==> config.mk <==
export PLATFORM = sky130hd
export DESIGN_NAME = ahb_arbiter
export DESIGN_NICKNAME = d
export VERILOG_FILES = /design/src/rtl/ahb_arbiter.sv
export SDC_FILE = /design/constraint.sdc
export NUM_CORES = 1
export LEC_CHECK = 0
export BUFFER_PORTS_ARGS = -buffer_cell sky130_fd_sc_hd__buf_4
export CAP_MARGIN = 20
export CORE_UTILIZATION = 55
export CTS_CLUSTER_SIZE = 30
export DETAILED_ROUTE_END_ITERATION = 7
export PLACE_DENSITY = 0.81
export SYNTH_ARGS = -nofsm -noshare
export SYNTH_HDL_FRONTEND = slang
export SYNTH_SLANG_ARGS = --single-unit
export TNS_END_PERCENT = 30
==> constraint.sdc <==
create_clock -name i_hclk -period 4 [get_ports i_hclk]
set_clock_uncertainty 0.05 [all_clocks]
set_input_delay 1.2 -clock i_hclk [delete_from_list [all_inputs] [get_ports i_hclk]]
set_output_delay 1.2 -clock i_hclk [all_outputs]
set_load 0.05 [all_outputs]
==> src/rtl/ahb_arbiter.sv <==
`default_nettype none
// ============================================================================
//  Module   : ahb_arbiter
//  Purpose  : Round-robin multi-master AHB arbiter. Produces a one-hot grant,
//             tracks locked sequences, the data-phase owner and masters parked
//             by SPLIT responses. Master 0 is the default master.
//  Ports    : i_hclk        bus clock
//             i_hreset      synchronous active-high reset
//             i_hbusreq     per-master bus request
//             i_hlock       per-master lock request
//             i_htrans      HTRANS of the muxed address phase
//             i_hready      HREADY from the slave mux
//             i_hresp       HRESP from the slave mux
//             i_hsplit      OR of all slaves' HSPLIT vectors
//             o_hgrant      one-hot grant
//             o_hmaster     address-phase owner index
//             o_hmaster_d   data-phase owner index
//             o_hmastlock   current address phase is locked
//             o_split_mask  masters currently parked by SPLIT
//  Config   : AHB_ARB_SPLIT_EN - when defined, SPLIT masking is active;
//             otherwise SPLIT behaves like RETRY and the mask is always 0.
//  Revision : 1.0 - initial release
// ============================================================================
module ahb_arbiter #(
    parameter int NUM_MASTERS = 4,
    parameter int MAX_TENURE  = 16,
    parameter int MW          = $clog2(NUM_MASTERS)
) (
    input  logic                   i_hclk,
    input  logic                   i_hreset,
    input  logic [NUM_MASTERS-1:0] i_hbusreq,
    input  logic [NUM_MASTERS-1:0] i_hlock,
    input  logic [1:0]             i_htrans,
    input  logic                   i_hready,
    input  logic [1:0]             i_hresp,
    input  logic [NUM_MASTERS-1:0] i_hsplit,
    output logic [NUM_MASTERS-1:0] o_hgrant,
    output logic [MW-1:0]          o_hmaster,
    output logic [MW-1:0]          o_hmaster_d,
    output logic                   o_hmastlock,
    output logic [NUM_MASTERS-1:0] o_split_mask
);

    localparam int              c_tw         = $clog2(MAX_TENURE + 1);
    localparam logic [c_tw-1:0] c_max_tenure = c_tw'(MAX_TENURE);
    localparam logic [1:0]      c_resp_split = 2'b11;

    typedef enum logic [1:0] {
        ST_DEFAULT = 2'd0,
        ST_OWNED   = 2'd1,
        ST_LOCKED  = 2'd2
    } state_t;

    state_t                   r_state;
    state_t                   w_next_state;
    state_t                   w_pick_state;
    logic [MW-1:0]            r_owner;
    logic [MW-1:0]            w_next_owner;
    logic [MW-1:0]            w_pick_owner;
    logic [MW-1:0]            w_rr_idx;
    logic                     w_rr_found;
    logic [NUM_MASTERS-1:0]   r_grant;
    logic [NUM_MASTERS-1:0]   w_next_grant;
    logic [MW-1:0]            r_hmaster_d;
    logic                     r_hmastlock;
    logic [c_tw-1:0]          r_tenure;
    logic [NUM_MASTERS-1:0]   w_split_mask;
    logic [NUM_MASTERS-1:0]   w_elig;
    logic                     w_others_waiting;
    logic                     w_rearb;

    assign w_elig = i_hbusreq & ~w_split_mask;

    // Any eligible requester other than the current owner (r_grant is the
    // one-hot form of r_owner).
    assign w_others_waiting = |(w_elig & ~r_grant);

    // ------------------------------------------------------------------
    // Round-robin search: first eligible master starting at owner+1 and
    // wrapping; the owner itself is the last candidate considered.
    // ------------------------------------------------------------------
    always_comb begin
        logic [MW:0] sum;
        w_rr_found = 1'b0;
        w_rr_idx   = '0;
        sum        = '0;
        for (int i = 0; i < NUM_MASTERS; i++) begin
            sum = {1'b0, r_owner} + (MW+1)'(i + 1);
            if (sum >= (MW+1)'(NUM_MASTERS)) begin
                sum = sum - (MW+1)'(NUM_MASTERS);
            end
            if (!w_rr_found && w_elig[sum[MW-1:0]]) begin
                w_rr_found = 1'b1;
                w_rr_idx   = sum[MW-1:0];
            end
        end
    end

    // Result of a fresh arbitration: empty eligible set falls back to the
    // default master.
    always_comb begin
        w_pick_owner = w_rr_found ? w_rr_idx : '0;
        if (!w_rr_found) begin
            w_pick_state = ST_DEFAULT;
        end else if (i_hlock[w_pick_owner]) begin
            w_pick_state = ST_LOCKED;
        end else begin
            w_pick_state = ST_OWNED;
        end
    end

    assign w_rearb = !i_hbusreq[r_owner] || w_split_mask[r_owner] ||
                     ((r_tenure == c_max_tenure) && w_others_waiting);

    // ------------------------------------------------------------------
    // Next-state / next-owner logic; nothing moves while HREADY is low.
    // ------------------------------------------------------------------
    always_comb begin
        w_next_state = r_state;
        w_next_owner = r_owner;
        if (i_hready) begin
            case (r_state)
                ST_DEFAULT: begin
                    w_next_state = w_pick_state;
                    w_next_owner = w_pick_owner;
                end
                ST_OWNED: begin
                    if (w_rearb) begin
                        w_next_state = w_pick_state;
                        w_next_owner = w_pick_owner;
                    end else if (i_hlock[r_owner]) begin
                        w_next_state = ST_LOCKED;
                    end
                end
                ST_LOCKED: begin
                    // Lock release passes through OWNED for one cycle with
                    // the same owner before normal arbitration resumes.
                    if (!i_hlock[r_owner]) begin
                        w_next_state = ST_OWNED;
                    end
                end
                default: begin
                    w_next_state = ST_DEFAULT;
                    w_next_owner = '0;
                end
            endcase
        end
    end

    always_comb begin
        w_next_grant               = '0;
        w_next_grant[w_next_owner] = 1'b1;
    end

    always_ff @(posedge i_hclk) begin
        if (i_hreset) begin
            r_state <= ST_DEFAULT;
            r_owner <= '0;
            r_grant <= NUM_MASTERS'(1);
        end else begin
            r_state <= w_next_state;
            r_owner <= w_next_owner;
            r_grant <= w_next_grant;
        end
    end

    // ------------------------------------------------------------------
    // Pipeline registers and tenure counter.
    // ------------------------------------------------------------------
    always_ff @(posedge i_hclk) begin
        if (i_hreset) begin
            r_hmaster_d <= '0;
            r_hmastlock <= 1'b0;
            r_tenure    <= '0;
        end else if (i_hready) begin
            r_hmaster_d <= r_owner;
            r_hmastlock <= i_hlock[w_next_owner];
            if (w_next_owner != r_owner) begin
                r_tenure <= '0;
            end else if (i_htrans[1] && (r_tenure != c_max_tenure)) begin
                // NONSEQ and SEQ both have htrans[1] set.
                r_tenure <= r_tenure + c_tw'(1);
            end
        end
    end

    // ------------------------------------------------------------------
    // SPLIT mask.
    // ------------------------------------------------------------------
`ifdef AHB_ARB_SPLIT_EN
    logic [NUM_MASTERS-1:0] r_split_mask;
    logic [NUM_MASTERS-1:0] w_split_set;
    logic [NUM_MASTERS-1:0] w_split_next;

    always_comb begin
        w_split_set = '0;
        // First SPLIT cycle (HREADY low) parks the data-phase master;
        // master 0 is the default master and is never parked.
        if ((i_hresp == c_resp_split) && !i_hready && (r_hmaster_d != '0)) begin
            w_split_set[r_hmaster_d] = 1'b1;
        end
        // Clear has priority over set for the same bit.
        w_split_next    = (r_split_mask | w_split_set) & ~i_hsplit;
        w_split_next[0] = 1'b0;
    end

    always_ff @(posedge i_hclk) begin
        if (i_hreset) begin
            r_split_mask <= '0;
        end else begin
            r_split_mask <= w_split_next;
        end
    end

    assign w_split_mask = r_split_mask;

    logic w_unused_ok;
    assign w_unused_ok = i_htrans[0];
`else
    assign w_split_mask = '0;

    // SPLIT behaves like RETRY here: response and HSPLIT are don't-cares.
    logic w_unused_ok;
    assign w_unused_ok = ^{i_hresp, i_hsplit, i_htrans[0]};
`endif

    assign o_hgrant     = r_grant;
    assign o_hmaster    = r_owner;
    assign o_hmaster_d  = r_hmaster_d;
    assign o_hmastlock  = r_hmastlock;
    assign o_split_mask = w_split_mask;

endmodule
`default_nettype wire
== Word-level counts from Yosys, hierarchy flattened ==
Index checks and enable logic that the tools add are counted.
W data, S select, Z words.

* Flip-flop bits (word level): 16
* Input port bits: 19
* Output and inout bits: 13

* Add/sub/neg operators: 9
* $lt $le $gt $ge: 12
* Eq/ne operators: 7
* Muxes and demuxes: 44
* Bitwise gates (word level): 2
* Reduce and logical (&&, ||, !) cells: 17

{| class="wikitable"
|+ Operators by type and width
! cell !! count
|-
| $mux W2 || 16
|-
| $lt A2 B3 Y1 const B || 7
|-
| $bmux W1 S2 || 9
|-
| $mux W1 || 14
|-
| $ge A3 B3 Y1 const B || 4
|-
| $pmux W2 S3 || 2
|-
| $mux W5 || 2
|-
| $sub A2 B1 Y2 const B || 4
|-
| $add A2 B2 Y3 const B || 2
|-
| $logic_and A1 B1 Y1 || 6
|-
| $add A5 B1 Y5 const B || 1
|-
| $eq A5 B5 Y1 const B || 1
|-
| $ne A5 B5 Y1 const B || 1
|-
| $and A4 B4 Y4 || 1
|-
| $logic_not A1 Y1 || 4
|-
| $not A4 Y4 || 1
|-
| $reduce_or A4 Y1 || 1
|-
| $add A2 B1 Y3 const B || 1
|-
| $add A2 B3 Y3 const B || 1
|-
| $ne A3 B3 Y1 const B || 1
|-
| $reduce_and A3 Y1 || 1
|-
| $demux W1 S2 || 1
|-
| $eq A2 B1 Y1 const B || 1
|-
| $eq A2 B2 Y1 const B || 1
|-
| 7 further kinds || 8
|}

== Depth between registers and ports, before layout ==
Gate-level depths: netlist (run 1).

* Depth after elaboration: 23
* Mapped depth: 8
* Gate-level depth less buffers: 8

== Least setup slack after synthesis (run 1) ==
Ideal clock, no wire load.

* Path type: in2reg
* Start: input port i_hbusreq[0]
* End: register r_hmastlock, in the netlist o_hmastlock
* Setup time: 0.133 ns
* Arrival time: 2.639 ns
* Data required time: 3.817 ns
* Path slack: 1.178 ns
* Cell stages on the path: 7
* Cells stage by stage: buf_2 mux2i_1 mux2_4 or3_4 a32oi_4 mux2i_1 o221ai_1

* Longest elaborated chain between the ends: 18

{| class="wikitable"
|+ RTL lines
! element !! RTL line !! text
|-
| start: declaration || 31 || <nowiki>input logic [NUM_MASTERS-1:0] i_hbusreq,</nowiki>
|-
| $bmux W1 S2 || 92 || <nowiki>if (!w_rr_found && w_elig[sum[MW-1:0]]) begin</nowiki>
|-
| $mux W1 (implied by the code) || 92 ||
|-
| $mux W1 || 92 ||
|-
| $logic_not A1 Y1 || 92 ||
|-
| $logic_and A1 B1 Y1 || 92 ||
|-
| $mux W1 || 92 ||
|-
| $logic_not A1 Y1 || 92 ||
|-
| $logic_and A1 B1 Y1 || 92 ||
|-
| (+2 left out) || n/a ||
|-
| $logic_and A1 B1 Y1 || 92 ||
|-
| $mux W2 / $mux W1 (equally long branches) || 92 ||
|-
| $mux W2 || 102 || <nowiki>w_pick_owner = w_rr_found ? w_rr_idx : '0;</nowiki>
|-
| $mux W2 || 128 || <nowiki>if (w_rearb) begin</nowiki>
|-
| $pmux W2 S3 (*) || 122 || <nowiki>case (r_state)</nowiki>
|-
| $mux W2 (*) || 121 || <nowiki>if (i_hready) begin</nowiki>
|-
| $bmux W1 S2 (*) || 177 || <nowiki>r_hmastlock <= i_hlock[w_next_owner];</nowiki>
|-
| $mux W1 (implied by the code) (*) || 177 ||
|-
| end signal: assignment || 177 ||
|-
| end: declaration || 65 || <nowiki>logic r_hmastlock;</nowiki>
|}

Every way passes the cells marked *; elsewhere a longest branch is shown, timed or not. The select of a mux whose other input is x is not followed.
A chain may end at the register's enable or synchronous reset.

== Final worst setup path (run 1) ==
* Start: input port i_hbusreq[3]
* End: register r_tenure[4]

* Longest elaborated chain between the ends: 19

{| class="wikitable"
|+ RTL lines
! element !! RTL line !! text
|-
| $bmux W1 S2 || 92 ||
|-
| $mux W1 (implied by the code) || 92 ||
|-
| $mux W1 || 92 ||
|-
| $logic_not A1 Y1 || 92 ||
|-
| $logic_and A1 B1 Y1 || 92 ||
|-
| $mux W1 || 92 ||
|-
| $logic_not A1 Y1 || 92 ||
|-
| $logic_and A1 B1 Y1 || 92 ||
|-
| (+3 left out) || n/a ||
|-
| $mux W2 / $mux W1 (equally long branches) || 92 ||
|-
| $mux W2 || 102 ||
|-
| $mux W2 || 128 ||
|-
| $pmux W2 S3 (*) || 122 ||
|-
| $mux W2 (*) || 121 ||
|-
| $ne A2 B2 Y1 (*) || 178 || <nowiki>if (w_next_owner != r_owner) begin</nowiki>
|-
| $reduce_bool A2 Y1 (no line) || n/a ||
|-
| $reduce_and A2 Y1 (no line) || n/a ||
|-
| end signal: assignment || 182 || <nowiki>r_tenure <= r_tenure + c_tw'(1);</nowiki>
|-
| end: declaration || 66 || <nowiki>logic [c_tw-1:0] r_tenure;</nowiki>
|}

Marked as above.

==> out/qor.yml, run 1 <==
antenna_found_initial: 0
synthArstFlopShare_pct: 0
regToRegSetupSlack_ps: 1410
drt_first_iter_violations: 48
swShare_pct: 41.1
post-dp-hpwl_um: 2190
multi_input_area_um2: 782
cts_hold_buf: 0
yosysSeqAreaShare_pct: 27.1
setup_tns_ps: 0
routed_wl_um: 3020
hold_path.class: "reg -> reg"
hold_viol_final: 0
fin_crit_sh_pct: 71.2
cts_tree: "built"
ys.flop_type: "dfxtp_1"
synth.distinct_cells: 47
grt_max_degree: 17
top_level_ports: 32
drc: 0
synthTopCellsByArea: "dfxtp_1, mux2i_1, a2111oi_1, nand2b_1, nor2_1"
power_frac_clock_pct: 22.1
fp.dieH_um: 48.3
power_frac_comb_pct: 39.7
status: "completed"
hold-path-endpoint: "o_hmaster_d[1]"
io_buffers: 20
globalplace.congestion: 0.907
grt_pass1_vias: 1130
endpoint_kind: "flop"
cts.path.max_buffers: 2
slew_headroom_pct: 52.0
arrival_ps: 2950
worstPathRequired_ps: 4100
antenna_left: 0
final_period_minus_worst_setup_slack_ps: 2850
r2r_end: "r_tenure[4]"
netlist_instances: 134
p_per_area_mw_per_mm2: 383
drtPass1Iterations: 4
vias: 1168
startpoint_type: "input pin"
vdd_drop_max_uv: 314
fin_cells: 178
synth_seq_cells: 16
hp-start: "o_hmaster_d[1]"
antenna_cells: 0
seq_power_share_pct: 38.3
final_net_count: 173
max_cap_viol_count: 0
synth.most_common_cell: "dfxtp_1"
coreArea_mm2: 0.00198
syn_area_per_cell_um2: 8.81
setup_viol: 0
grt_setup_unrepaired: "false"
grt_pass1_wl_um: 4860
area_delta_synth_final_pct: 14.2
r2r_start: "o_hmaster[1]"
cts-root-buf: "clkbuf_4"
vias_per_cell: 6.56
htreeDepth: 1
nFillCells: 148
hold_path_depth: 2
core.rowCount: 16
drive_gt1_share_pct: 23.2
cts_setup_buffers: 0
place_inst: 174
clock-sinks: 16
tightestPinTransition_ps: 719
start_util_pct: 59.6
synth_top_area_cell: "dfxtp_1"
drv_slew: 0
die_area_mm2: 0.00234
p_sw_mw: 0.212
path_class: "in -> reg"
groute.usage.overall_pct: 26.6
clkTransAtPathRegs_ps: 100
cts.repair.resized: 0
netlist_area_mm2: 0.00118
clk_latency_ps: 300
synth_edf_count: 0
overflow: 0
fmax_ghz: 0.351
cts_buffers: 3
die_x_um: 48.3
crit_fanout: 7
ys.warnings.count: 0
wire_per_inst_um: 17.0
seq_area_um2: 320
leakagePower_nw: 0.520
rr_worst_depth: 6
synth_commonest_cells: "dfxtp_1, nor2_1, mux2i_1"
synth_top_area_share_pct: 27.1
p_int_mw: 0.304
stage by stage:
stage	hold slack, ps	utilization, %	total power [mW]	cell area, um^2	setup WS, ps
after floorplan	490	-	0.354	1190	1180
after CTS	465	68.1	0.513	1350	1200
final	457	68.1	0.516	1350	1150
after global routing	502	68.1	0.539	1350	1110
after global placement	430	66.2	0.394	1310	955
after detailed placement	439	66.2	0.401	1310	874
state kept, by name, indices dropped and copies added, names as in the netlist:
register / count
r_tenure: 5
o_hgrant: 4
o_hmaster: 2
o_hmaster_d: 2
r_state: 2
o_hmastlock: 1
cell usage in the layout (no fill, tap or decap), drive strengths merged, types with 2 or more instances in the layout:
master	netlist	routed
nor3	4	4
buf	9	20
xnor2	2	2
o41ai	2	2
a2111oi	7	7
xor2	3	3
and2	2	2
a21oi	9	9
or3	3	3
nand2	6	6
ha	2	2
clkbuf	1	4
mux2i	8	8
and3	3	3
nor2	10	10
o21ai	3	3
conb	1	4
o32ai	2	2
nand3	6	6
nor4	2	2
inv	7	7
a211oi	3	3
nand2b	7	7
dfxtp	16	16
kinds of logic after synthesis:
logic type | after synthesis | synth area share, %
AO/OA/AOI/OAI | 36 | 27.6
multiplexers | 10 | 9.96
AND/OR/NAND/NOR | 47 | 21.5
XOR/XNOR | 5 | 3.71
buffers and inverters | 17 | 7.63
flip-flops | 16 | 27.1
adder cells (fa/ha/maj) | 2 | 2.12
other | 1 | 0.317
layer usage:
layer  share of wire (%)  up-vias  GRT usage, %  wire length [um]
met2                  50       62          47.4              1500
met3                 7.5        9          4.40               226
met1                  41      563          30.7              1240
met4                 2.2        0          13.2                65
li1                    -      534             -                 -
met5                   0        -             0                 0
final cells by class:
type,count,share of cell area [%]
clock buffers,4,2.69
inverters,7,1.95
multi-input cells,104,58.0
flip-flops and latches,16,23.7
well taps,27,2.50
repair buffers,20,11.1
power groups by stage:
stage	Clock (mW)	Sequential [mW]	Combinational, mW
5_1_grt	0.123	0.199	0.216
2_1_floorplan	0	0.220	0.134
3_3_place_gp	0	0.199	0.196
4_1_cts	0.115	0.196	0.202
6_report	0.114	0.197	0.205
3_5_place_dp	0	0.200	0.202
worst max-delay path by stage:
stage | from | end | slack (ps) | cells past startpoint
floorplan | i_hbusreq[0] | o_hmastlock | 1180 | 7
global placement | i_hbusreq[3] | r_tenure[1] | 960 | 7
detailed placement | i_hbusreq[3] | r_tenure[4] | 870 | 7
CTS | i_hbusreq[3] | r_tenure[2] | 1200 | 7
global route | i_hbusreq[3] | r_tenure[4] | 1110 | 7
finish | i_hbusreq[3] | r_tenure[4] | 1150 | 7
critical path, cell delays in order:
cell,delay [ps]
buf_4,120
mux2i_1,150
or2_2,350
nand3_1,200
nor2_1,80
a2111oi_2,710
a2111oi_1,130
Note: power is estimated with default switching activity, not from simulation.
==> run 2, diff against run 1 <==
--- a/config.mk
+++ b/config.mk
@@ -7,10 +7,10 @@
 export LEC_CHECK = 0
 export BUFFER_PORTS_ARGS = -buffer_cell sky130_fd_sc_hd__buf_4
 export CAP_MARGIN = 20
-export CORE_UTILIZATION = 55
+export CORE_UTILIZATION = 52
 export CTS_CLUSTER_SIZE = 30
 export DETAILED_ROUTE_END_ITERATION = 7
-export PLACE_DENSITY = 0.81
+export PLACE_DENSITY = 0.77
 export SYNTH_ARGS = -nofsm -noshare
 export SYNTH_HDL_FRONTEND = slang
 export SYNTH_SLANG_ARGS = --single-unit
==> constraint.sdc (replaced) <==
create_clock -name i_hclk -period 2.67 [get_ports i_hclk]
set_clock_uncertainty 0.05 [all_clocks]
set_input_delay 0.801 -clock i_hclk [delete_from_list [all_inputs] [get_ports i_hclk]]
set_output_delay 0.801 -clock i_hclk [all_outputs]
set_load 0.05 [all_outputs]
==> out/qor.yml, run 2 (same netlist as run 1, synthesis figures left out) <==
clock-sinks: 16
start_util_pct: 57.8
grt_max_degree: 17
final_cell_mix: "buf_4, dfxtp_1, nor2_1, mux2i_1"
fin_area_mm2: 0.00138
swShare_pct: 39.8
io_buffers: 20
holdWs_ps: 463
fmax_ghz: 0.419
slew_headroom_pct: 54.4
setup_viol: 0
endpoint_kind: "flop"
die_area_mm2: 0.00247
fp.dieH_um: 49.7
overflow: 0
hold_path_depth: 2
rr_worst_depth: 8
core.rowCount: 16
hold_path.class: "reg -> reg"
seq_power_share_pct: 37.8
clk_latency_ps: 290
drtPass1Iterations: 4
fin_crit_sh_pct: 89.5
groute.usage.overall_pct: 24.5
die_x_um: 49.7
p_per_area_mw_per_mm2: 560
cts_buffers: 3
drt_first_iter_violations: 33
wire_per_inst_um: 15.2
antenna_found_initial: 0
status: "completed"
cts_tree: "built"
routed_wl_um: 2780
drc: 0
final_period_minus_worst_setup_slack_ps: 2390
nFillCells: 198
power_frac_comb_pct: 41.3
grt_setup_unrepaired: "false"
clkTransAtPathRegs_ps: 100
arrival_ps: 2510
top_level_ports: 32
largest_reg_flops: 5
cts-root-buf: "clkbuf_4"
final_net_count: 177
crit_fanout: 7
post-dp-hpwl_um: 2140
cts_hold_buf: 0
vias_per_cell: 6.08
cts.repair.resized: 0
drv_slew: 0
tightestPinTransition_ps: 683
vias: 1107
top_register: "r_tenure"
power_frac_clock_pct: 20.9
coreArea_mm2: 0.00204
antenna_left: 0
worstPathRequired_ps: 2790
startpoint_type: "input pin"
cts.path.max_buffers: 2
max_cap_viol_count: 0
vdd_drop_max_uv: 438
globalplace.congestion: 0.842
antenna_cells: 0
p_int_mw: 0.465
setup_tns_ps: 0
final_common_cell: "buf_4"
grt_pass1_wl_um: 4620
p_sw_mw: 0.308
path_class: "in -> reg"
p_total_mw: 0.773
area_delta_synth_final_pct: 16.7
drive_gt1_share_pct: 25.2
fin_cells: 182
leakagePower_nw: 0.539
hold_viol_final: 0
placed_area_mm2: 0.00134
place_inst: 178
cts_setup_buffers: 0
htreeDepth: 1
regToRegSetupSlack_ps: 320
grt_pass1_vias: 982
## run 2: changes by cell type in the layout (fill, tap and decap cells not counted), sizes merged
cell  previous run  this run
buf             20        24
## run 2: critical path, stage by stage
cell and delay [ps]:
buf_4 120, nor2_1 70, or3_1 310, o32ai_1 390, a21oi_1 100, xnor2_1 250, a2111oi_1 460
## run 2: through the flow
stage                     setup slack (ps)  util (%)
after floorplan                        247         -
final                                  281      67.5
after global placement                54.5      65.7
after global routing                   107      67.5
after CTS                              278      67.5
after detailed placement             -21.6      65.7
## run 2: metal layers
metal | vias to the layer above | routed length [um] | GRT usage, %
li1 | 544 | - | -
met1 | 522 | 1310 | 33.5
met2 | 36 | 1300 | 39.6
met3 | 5 | 136 | 2.78
met4 | 0 | 36 | 8.57
met5 | - | 0 | 0
## run 2: area by class of cell
type                            instances  area [um^2]  share of cell area (%)
Multi-Input combinational cell        104          782                    56.7
Sequential cell                        16          320                    23.2
Timing Repair Buffer                   24          180                    13.1
Clock buffer                            4         36.3                    2.63
Tap cell                               27         33.8                    2.45
Inverter                                7         26.3                    1.91
## run 2: power groups by stage
stage	Sequential (mW)	Combinational (mW)	Clock (mW)
after floorplan	0.330	0.200	0
after global placement	0.296	0.309	0
after detailed placement	0.297	0.316	0
after CTS	0.291	0.317	0.166
after global routing	0.296	0.343	0.175
final	0.292	0.319	0.161
## run 2: path summary, 6_finish.rpt
check,endpoint,startpoint
max,r_tenure[2],i_hbusreq[2]
min,o_hmastlock,o_hmastlock
max reg2reg,r_tenure[2],r_tenure[0]
min reg2reg,o_hmastlock,o_hmastlock
==> run 3, diff against run 2 <==
--- a/config.mk
+++ b/config.mk
@@ -7,10 +7,11 @@
 export LEC_CHECK = 0
 export BUFFER_PORTS_ARGS = -buffer_cell sky130_fd_sc_hd__buf_4
 export CAP_MARGIN = 20
-export CORE_UTILIZATION = 52
+export CORE_UTILIZATION = 54
+export CTS_BUF_LIST = sky130_fd_sc_hd__clkbuf_2
 export CTS_CLUSTER_SIZE = 30
 export DETAILED_ROUTE_END_ITERATION = 7
-export PLACE_DENSITY = 0.77
+export PLACE_DENSITY = 0.8
 export SYNTH_ARGS = -nofsm -noshare
 export SYNTH_HDL_FRONTEND = slang
 export SYNTH_SLANG_ARGS = --single-unit
==> out/qor.yml, run 3 (same netlist as run 1, synthesis figures left out) <==
status: "completed"
cts_setup_buffers: 0
setup_tns_ps: 0
final_cell_mix: "buf_4, dfxtp_1, nor2_1, mux2i_1"
crit_fanout: 6
max_cap_viol_count: 0
fp.dieH_um: 48.8
top_level_ports: 32
clkTransAtPathRegs_ps: 180
die_area_mm2: 0.00238
globalplace.congestion: 0.907
die_x_um: 48.8
path_cells: "buf_4 -> inv_1 -> a211o_1 -> nand3_1 -> nor2_1 -> a2111oi_2 -> a2111oi_1"
antenna_found_initial: 0
r2r_end: "r_tenure[3]"
fin_cells: 183
vias: 1151
groute.usage.overall_pct: 28.6
drc: 0
startpoint_type: "flop"
place_inst: 179
overflow: 0
io_buffers: 20
setup_viol: 0
largest_reg_flops: 5
p_per_area_mw_per_mm2: 537
final_period_minus_worst_setup_slack_ps: 2380
drt_first_iter_violations: 42
clk_latency_ps: 320
drv_slew: 0
vias_per_cell: 6.29
holdWs_ps: 487
clock-sinks: 16
hold_viol_final: 0
top_register: "r_tenure"
leakagePower_nw: 0.537
cts.repair.resized: 0
vdd_drop_max_uv: 348
cp-startpoint: "o_hmaster[1]"
r2r_start: "o_hmaster[1]"
cts-root-buf: "clkbuf_2"
grt_pass1_vias: 1125
wire_per_inst_um: 16.1
final_common_cell: "buf_4"
hold_path.class: "reg -> reg"
max_stage_delay_ps: 640
worstPathRequired_ps: 2810
cts_buffers: 3
htreeDepth: 1
path_class: "reg -> reg"
rr_worst_depth: 7
antenna_left: 0
core.rowCount: 16
slew_headroom_pct: 56.7
area_delta_synth_final_pct: 15.9
cp_slowest_cell: "a2111oi_2"
drtPass1Iterations: 4
grt_pass1_wl_um: 5190
post-dp-hpwl_um: 2250
cts_tree: "built"
start_util_pct: 59.0
routed_wl_um: 2950
final_net_count: 178
fmax_ghz: 0.420
arrival_ps: 2520
crit_path_end: "r_tenure[3]"
cts.path.max_buffers: 2
antenna_cells: 0
drive_gt1_share_pct: 25.0
tightestPinTransition_ps: 649
grt_setup_unrepaired: "false"
endpoint_kind: "flop"
coreArea_mm2: 0.00200
grt_max_degree: 17
regToRegSetupSlack_ps: 290
hp-start: "o_hmaster_d[1]"
fin_crit_sh_pct: 89.1
cts_hold_buf: 0
## run 3: stage by stage
| stage | power [mW] | worst slack (ps) | util [%] | cell area [um^2] |
|---|---|---|---|---|
| after global routing | 0.774 | 105 | 68.4 | 1370 |
| after CTS | 0.732 | 325 | 68.4 | 1370 |
| final | 0.736 | 291 | 68.4 | 1370 |
| after floorplan | 0.530 | 247 | - | 1190 |
| after detailed placement | 0.614 | 28.2 | 67.4 | 1350 |
| after global placement | 0.605 | 86.5 | 67.4 | 1350 |
## run 3: worst max-delay path, delay by kind of cell, from the launching register on
family,cells,cell delay (ps)
flops,1,510
buf+inv,2,310
compound gates,3,1090
simple gates,2,290
## run 3: final cells by class
type	instances	area, um^2
Multi-Input combinational cell	104	782
Fill cell	172	633
Sequential cell	16	320
Timing Repair Buffer	25	188
Tap cell	27	33.8
Inverter	7	26.3
Clock buffer	3	15.0
Clock inverter	1	3.75
## run 3: worst min path at each step
stage                          end  slack, ps  cells after the start
finish              o_hmaster_d[1]        490                      2
global route        o_hmaster_d[1]        520                      2
CTS                 o_hmaster_d[1]        490                      2
detailed placement  o_hmaster_d[0]        450                      2
global placement    o_hmaster_d[1]        430                      2
floorplan              r_tenure[4]        490                      2
## run 3: layer usage
layer	up-vias	track usage, %	share of wire, %
met2	36	47.5	47
met3	7	5.61	5.5
met4	0	12.7	1.6
met1	560	35.7	46
met5	-	0	0
li1	548	-	-
## run 3: power breakdown
group | internal, mW | switching, mW
registers | 0.260 | 0.0279
clock network | 0.0326 | 0.0899
logic | 0.124 | 0.201
